<file path="src/rtl/rv_pipe_pkg.sv">
// rv_pipe_pkg: shared constants and the fetch-to-decode entry type for the RV32I pipeline
package rv_pipe_pkg;
  localparam int XLEN = 32;
  localparam logic [XLEN-1:0] INST_NOP = 32'h0000_0013;
  localparam logic [XLEN-1:0] DEFAULT_RESET_PC = 32'h0000_0000;
  typedef struct packed {
    logic [XLEN-1:0] inst;
    logic [XLEN-1:0] pc;
    logic            misalign;
  } if_id_entry;
endpackage

</file>
<file path="src/rtl/if_inst_fifo.sv">
// if_inst_fifo: DEPTH-entry synchronous instruction buffer with flush and occupancy count
module if_inst_fifo
  import rv_pipe_pkg::*;
#(
  parameter int DEPTH = 2
) (
  input  logic                     clk,
  input  logic                     rst,
  input  logic                     push,
  input  logic                     pop,
  input  logic                     flush,
  input  if_id_entry               wdata,
  output if_id_entry               rdata,
  output logic                     empty,
  output logic [$clog2(DEPTH):0]   count
);
  localparam int AW = $clog2(DEPTH);
  if_id_entry r_mem [DEPTH];
  logic [AW-1:0] r_rd, r_wr;
  logic [AW:0]   r_cnt;
  logic          w_push, w_pop, w_full;
  assign empty  = r_cnt == '0;
  assign w_full = r_cnt == (AW+1)'(DEPTH);
  assign count  = r_cnt;
  assign rdata  = r_mem[r_rd];
  assign w_push = push && !flush;
  assign w_pop  = pop && !flush && !empty;
  always_ff @(posedge clk or posedge rst)
    if (rst) begin
      r_rd  <= '0;
      r_wr  <= '0;
      r_cnt <= '0;
    end else if (flush) begin
      r_rd  <= '0;
      r_wr  <= '0;
      r_cnt <= '0;
    end else begin
      r_wr  <= w_push ? r_wr + 1'b1 : r_wr;
      r_rd  <= w_pop ? r_rd + 1'b1 : r_rd;
      r_cnt <= r_cnt + {{AW{1'b0}}, w_push} - {{AW{1'b0}}, w_pop};
    end
  always_ff @(posedge clk)
    if (w_push) r_mem[r_wr] <= wdata;
  a_no_overflow:  assert property (@(posedge clk) disable iff (rst) !(push && !flush && w_full));
  a_no_underflow: assert property (@(posedge clk) disable iff (rst) !(pop && !flush && empty));
endmodule

</file>
<file path="src/rtl/if_fetch_stage.sv">
// if_fetch_stage: RV32I fetch stage owning the PC, imem requests, redirect handling and the decode handshake
module if_fetch_stage
  import rv_pipe_pkg::*;
#(
  parameter logic [XLEN-1:0] RESET_PC = DEFAULT_RESET_PC,
  parameter int              DEPTH    = 2
) (
  input  logic            clk,
  input  logic            rst,
  output logic            imem_req,
  output logic [XLEN-1:0] imem_addr,
  input  logic [XLEN-1:0] imem_rdata,
  input  logic            redirect_valid,
  input  logic [XLEN-1:0] redirect_pc,
  input  logic            trap_valid,
  input  logic [XLEN-1:0] trap_pc,
  input  logic            id_ready,
  output logic            id_valid,
  output logic [XLEN-1:0] id_inst,
  output logic [XLEN-1:0] id_pc,
  output logic            id_misalign
);
  localparam int CW = $clog2(DEPTH) + 1;
  logic [XLEN-1:0] r_pc;
  logic            r_inflight, r_kill, r_mis_pend, r_mis_done;
  logic            w_redir, w_empty, w_push, w_pop, w_rsp, w_mpush;
  logic [XLEN-1:0] w_target;
  logic [CW-1:0]   w_count;
  logic [CW:0]     w_occ;
  if_id_entry      w_wdata, w_head;
  assign w_redir   = redirect_valid || trap_valid;
  assign w_target  = trap_valid ? trap_pc : redirect_pc;
  // occupancy uses the registered count only, so id_ready never reaches imem_req
  assign w_occ     = {1'b0, w_count} + {{CW{1'b0}}, r_inflight};
  assign imem_req  = !rst && !w_redir && !r_mis_pend && (w_occ < (CW+1)'(DEPTH));
  assign imem_addr = r_pc;
  assign w_rsp     = r_inflight && !r_kill && !w_redir;
  assign w_mpush   = r_mis_pend && !r_mis_done && w_empty && !w_redir;
  assign w_push    = w_rsp || w_mpush;
  // the in-flight word belongs to the address just before the advanced PC
  assign w_wdata   = w_mpush ? if_id_entry'{inst: INST_NOP, pc: r_pc, misalign: 1'b1}
                             : if_id_entry'{inst: imem_rdata, pc: r_pc - 32'd4, misalign: 1'b0};
  assign id_valid    = !w_empty && !w_redir;
  assign w_pop       = id_valid && id_ready;
  assign id_inst     = w_empty ? INST_NOP : w_head.inst;
  assign id_pc       = w_empty ? '0 : w_head.pc;
  assign id_misalign = !w_empty && w_head.misalign;
  if_inst_fifo #(.DEPTH(DEPTH)) u_fifo (
    .clk   (clk),
    .rst   (rst),
    .push  (w_push),
    .pop   (w_pop),
    .flush (w_redir),
    .wdata (w_wdata),
    .rdata (w_head),
    .empty (w_empty),
    .count (w_count)
  );
  always_ff @(posedge clk or posedge rst)
    if (rst) begin
      r_pc       <= RESET_PC;
      r_inflight <= 1'b0;
      r_kill     <= 1'b0;
      r_mis_pend <= 1'b0;
      r_mis_done <= 1'b0;
    end else begin
      r_inflight <= imem_req;
      r_kill     <= w_redir && r_inflight;
      r_pc       <= w_redir ? w_target : imem_req ? r_pc + 32'd4 : r_pc;
      r_mis_pend <= w_redir ? |w_target[1:0] : r_mis_pend;
      r_mis_done <= w_redir ? 1'b0 : r_mis_done || w_mpush;
    end
  a_req_aligned: assert property (@(posedge clk) disable iff (rst) imem_req |-> imem_addr[1:0] == 2'b00);
endmodule

</file>
<file path="config.mk">
export PLATFORM = sky130hd
export DESIGN_NAME = if_fetch_stage
export DESIGN_NICKNAME = d
export VERILOG_FILES = /design/src/rtl/rv_pipe_pkg.sv /design/src/rtl/if_inst_fifo.sv /design/src/rtl/if_fetch_stage.sv
export SDC_FILE = /design/constraint.sdc
export NUM_CORES = 1
export LEC_CHECK = 0
export CORE_MARGIN = 10
export CORE_UTILIZATION = 40
export CTS_BUF_LIST = sky130_fd_sc_hd__clkbuf_8
export CTS_CLUSTER_DIAMETER = 120
export DETAILED_ROUTE_END_ITERATION = 12
export GPL_TIMING_DRIVEN = 0
export PLACE_DENSITY = 0.7
export SLEW_MARGIN = 40
export SYNTH_ARGS = -nofsm -noshare
export SYNTH_HDL_FRONTEND = slang
export SYNTH_SLANG_ARGS = --single-unit
</file>
<file path="constraint.sdc">
create_clock -name clk -period 5.85 [get_ports clk]
set_input_delay 1.4625 -clock clk [delete_from_list [all_inputs] [get_ports clk]]
set_output_delay 1.4625 -clock clk [all_outputs]
set_load 0.05 [all_outputs]
</file>
==> summary.txt <==
Global routing
  • First-pass GRT wire length: 36.4 mm
  • Initial antenna violation count: 1
  • Largest net degree at the start of global routing: 41
  • All-Layer GR Usage: 0.174
  • GRT Residual Overflow: 0
  • Vias in the first global route: 6,395

Clocking
  • CTS clock-pin slew for the worst setup and hold paths: 0.10 ns
  • Post_cts resized: 0
  • CTS hold repair buffers: 0
  • H-tree depth: 4
  • Clock buffer depth: 2
  • CTS buffer count: 17
  • Clk Tree Root Cell: clkbuf_8
  • Setup bufs post-CTS: 0
  • Worst-Skew Late Latency: 0.46 ns
  • Clock Sinks: 170
  • CTS tree: done

Timing
  • Final Hold Fails: 0
  • Slew @ Worst Pin: 0.834 ns
  • Post-route minimum period: 5.53 ns
  • Slew margin rel.: 0.444
  • Period utilization: 0.945
  • Fmax: 0.181 GHz
  • Setup violators final: 0
  • Final Max Slew Viols: 0
  • WHS: 0.502 ns
  • Worst Skew: 0.0233 ns
  • RSZ-0062 raised after global routing: no

Pwr
  • Pwr per Cell Area: 245 mW/mm^2
  • Worst vdd ir: 0.144 mV
  • Pleak: 3.88 nW

Floorplan
  • # IOs: 200
  • Initial Util: 0.410
  • CORE AREA: 0.0204 sq mm
  • Die area: 0.0271 sq mm
  • Die Height: 165 um
  • Rows: 52
  • Die width: 165 um

Critical path
  • Largest stage delay, worst path: 0.73 ns
  • Worst-path fanout max: 10
  • CP cell instances: clkdlybuf4s50_1 > or2_2 > clkbuf_1 > buf_1 > nor2_1 > clkdlybuf4s50_1
  • CP bufs+invs: 4
  • Critical Path Most Common Cell: clkdlybuf4s50_1
  • CP Launch Type: primary input
  • Worst path required time: 4.39 ns
  • Origin of the critical flop-to-flop path: u_fifo.count[0]$_DFF_PP0_
  • Worst EP arrival: 4.07 ns
  • Crit path from: trap_valid
  • Critical Path End Type: primary output
  • Largest delay contributor family on the critical path: buffers and inverters
  • Slowest CP cell: clkdlybuf4s50_1
  • Crit Path Class: in2out

Hold path
  • HP Start: r_mis_done$_DFF_PP0_
  • HP Class: reg2reg

Detailed routing
  • DRC marker count from the first detailed-route iteration: 504
  • Initial DRT Pass Iterations: 5
  • Post-DRT Antenna Nets: 0
  • Via/cell ratio: 5.18
  • Wire per inst: 19.0 um
  • Vias: 6,482
  • Total Wirelength: 23.8 mm
  • DRC: 0

Outcome
  • Status: complete, no violations

Logic synthesis
  • Area contributors post-synth: edfxtp_1 47%, dfrtp_1 12%, mux2i_1 8.1%
  • Synthesized area: 0.00837 sq mm
  • Post-synthesis cell type count: 62
  • Ys flop type: edfxtp_1
  • Seq cells post-synth: 170
  • Syn Area/Cell: 11.3 sq um
  • Synth Instances: 742
  • Ys Warns: 0
  • Share of the synthesized area in the top cell type: 0.466
  • Syn nets: 847
  • Async SR Flop Fraction: 0.235
  • Synth area leader: edfxtp_1
  • Post-synthesis sequential area ratio: 0.586
  • EDFF count, synth: 130

Layout
  • Final #Nets: 1,073
  • Fin util: 0.554
  • Layout cell share with drive strength beyond 1: 0.0663
  • Synth-to-Final Area Change: 35.1%
  • Fillers: 1,805

Placement
  • I/O Buffers: 199
  • Hpwl dp: 18.0 mm
  • Final GP Congestion: 0.889

Flow run
  • Max-cap violations: 0
## kinds of logic (layout without fill, tap and decap cells)
kind of cell | after synthesis | after routing | share of synthesized area
simple gates | 285 | 285 | 0.173
flops | 170 | 170 | 0.586
compound gates | 105 | 105 | 0.0786
buf+inv | 70 | 309 | 0.0339
mux | 68 | 68 | 0.0813
xor+xnor | 40 | 40 | 0.0418
fa+ha+maj | 4 | 4 | 0.00598
other cells | 0 | 1 | 0
## sequential cells by signal, indices dropped and copies added (netlist names)
register / flops
u_fifo.count: 2
r_mis_pend: 1
u_fifo.r_rd: 1
u_fifo.r_mem: 130
r_mis_done: 1
u_fifo.r_wr: 1
r_inflight: 1
r_kill: 1
imem_addr: 32
## cell type report
| type | instances | area [sq um] | area share |
|---|---|---|---|
| Antenna cell | 1 | 2.50 | 0.000221 |
| Buffer | 55 | 229 | 0.0202 |
| Clock buffer | 17 | 234 | 0.0207 |
| Clock inverter | 15 | 156 | 0.0138 |
| Inverter | 15 | 58.8 | 0.00520 |
| Multi-Input combinational cell | 502 | 3200 | 0.283 |
| Sequential cell | 170 | 4900 | 0.434 |
| Tap cell | 270 | 338 | 0.0299 |
| Timing Repair Buffer | 207 | 2190 | 0.193 |
## synth_stat cells (2+ instances only)
| cell type | count |
|---|---|
| nand2_1 | 59 |
| buf_1 | 7 |
| nor2_1 | 102 |
| a2bb2oi_1 | 3 |
| o221ai_1 | 5 |
| nor3_1 | 15 |
| o41ai_1 | 5 |
| ha_1 | 4 |
| nand2b_1 | 4 |
| dfrtp_1 | 40 |
| nor4_1 | 8 |
| and3_1 | 3 |
| and3b_1 | 7 |
| o21ai_0 | 23 |
| and4_1 | 5 |
| inv_1 | 14 |
| and2_1 | 34 |
| clkbuf_1 | 40 |
| xnor2_1 | 23 |
| a211oi_1 | 3 |
| o31ai_1 | 6 |
| nor4_2 | 2 |
| xor2_1 | 17 |
| or2_2 | 4 |
| or4_1 | 4 |
| mux2i_1 | 68 |
| a221oi_1 | 2 |
| nor2b_1 | 4 |
| a21oi_1 | 45 |
| buf_2 | 5 |
| nor4b_1 | 2 |
| buf_4 | 2 |
| or3_1 | 2 |
| nor3b_1 | 2 |
| nand3_1 | 13 |
| edfxtp_1 | 130 |
| nand4_1 | 5 |
## final timing paths
path	end	slack, ns	cells after the start
worst min-delay path	r_mis_done$_DFF_PP0_	0.50	2
max in group asynchronous	imem_addr[6]$_DFFE_PP0P_	3.91	2
min in group asynchronous	r_mis_done$_DFF_PP0_	1.54	2
worst min register to register	r_mis_done$_DFF_PP0_	0.50	2
worst max-delay path	id_valid	0.32	6
worst max register to register	u_fifo.r_mem[1][55]$_DFFE_PP_	2.85	9
## where the power goes
part	internal, W	switching (W)
logic	0.000212	0.000322
registers	0.00137	0.0000467
clock network	0.000353	0.000465
total	0.00193	0.000834
## worst register-to-register path, cell delays in order, from the launching register on
cell	delay, ns
dfrtp_1	0.44
or2_2	0.31
clkbuf_1	0.22
or2_2	0.36
clkbuf_1	0.26
inv_2	0.18
a31oi_1	0.13
nor2b_4	0.41
buf_8	0.22
buf_16	0.18
## through the flow
step / total power (W) / TNS [ns] / instance area [sq um] / setup WS (ns) / std cells
after floorplan: 0.00174 / 0 / 8380 / 0.994 / 742
after global routing: 0.00288 / 0 / 11300 / 0.212 / 1252
after CTS: 0.00279 / 0 / 11300 / 0.295 / 1251
final: 0.00277 / 0 / 11300 / 0.321 / 1252
after detailed placement: 0.00197 / 0 / 10900 / 0.299 / 1219
after global placement: 0.00196 / -114.71 / 10700 / -0.896 / 1211
## cells in the final DEF, fill, tap and decap left out, types with 3 or more instances in the layout
master | synthesis | layout
dfrtp_1 | 40 | 40
inv_6 | 0 | 4
o31ai_1 | 6 | 6
clkdlybuf4s50_1 | 0 | 199
nand4_1 | 5 | 5
nor2b_1 | 4 | 3
nand2b_1 | 4 | 4
nand2_1 | 59 | 59
buf_1 | 7 | 6
nor2_1 | 102 | 100
buf_2 | 5 | 6
and4_1 | 5 | 5
or4_1 | 4 | 4
mux2i_1 | 68 | 68
clkinvlp_4 | 0 | 5
nand3_1 | 13 | 13
and3b_1 | 7 | 7
a211oi_1 | 3 | 3
a21oi_1 | 45 | 45
inv_8 | 0 | 4
a2bb2oi_1 | 3 | 3
ha_1 | 4 | 4
buf_16 | 0 | 6
and3_1 | 3 | 3
o221ai_1 | 5 | 5
xnor2_1 | 23 | 23
or2_2 | 4 | 4
nor4_1 | 8 | 8
xor2_1 | 17 | 17
nor3_1 | 15 | 15
edfxtp_1 | 130 | 130
inv_1 | 14 | 13
o41ai_1 | 5 | 5
clkbuf_1 | 40 | 40
and2_1 | 34 | 34
clkbuf_8 | 0 | 17
o21ai_0 | 23 | 23
## layer usage
metal / share of wire / track usage / vias up
met5: 0 / 0 / -
met4: 0.016 / 0.0443 / 0
met3: 0.087 / 0.0553 / 31
met2: 0.48 / 0.285 / 280
met1: 0.42 / 0.219 / 3037
li1: - / - / 3134
No activity file was read; power rests on OpenSTA's default activity.
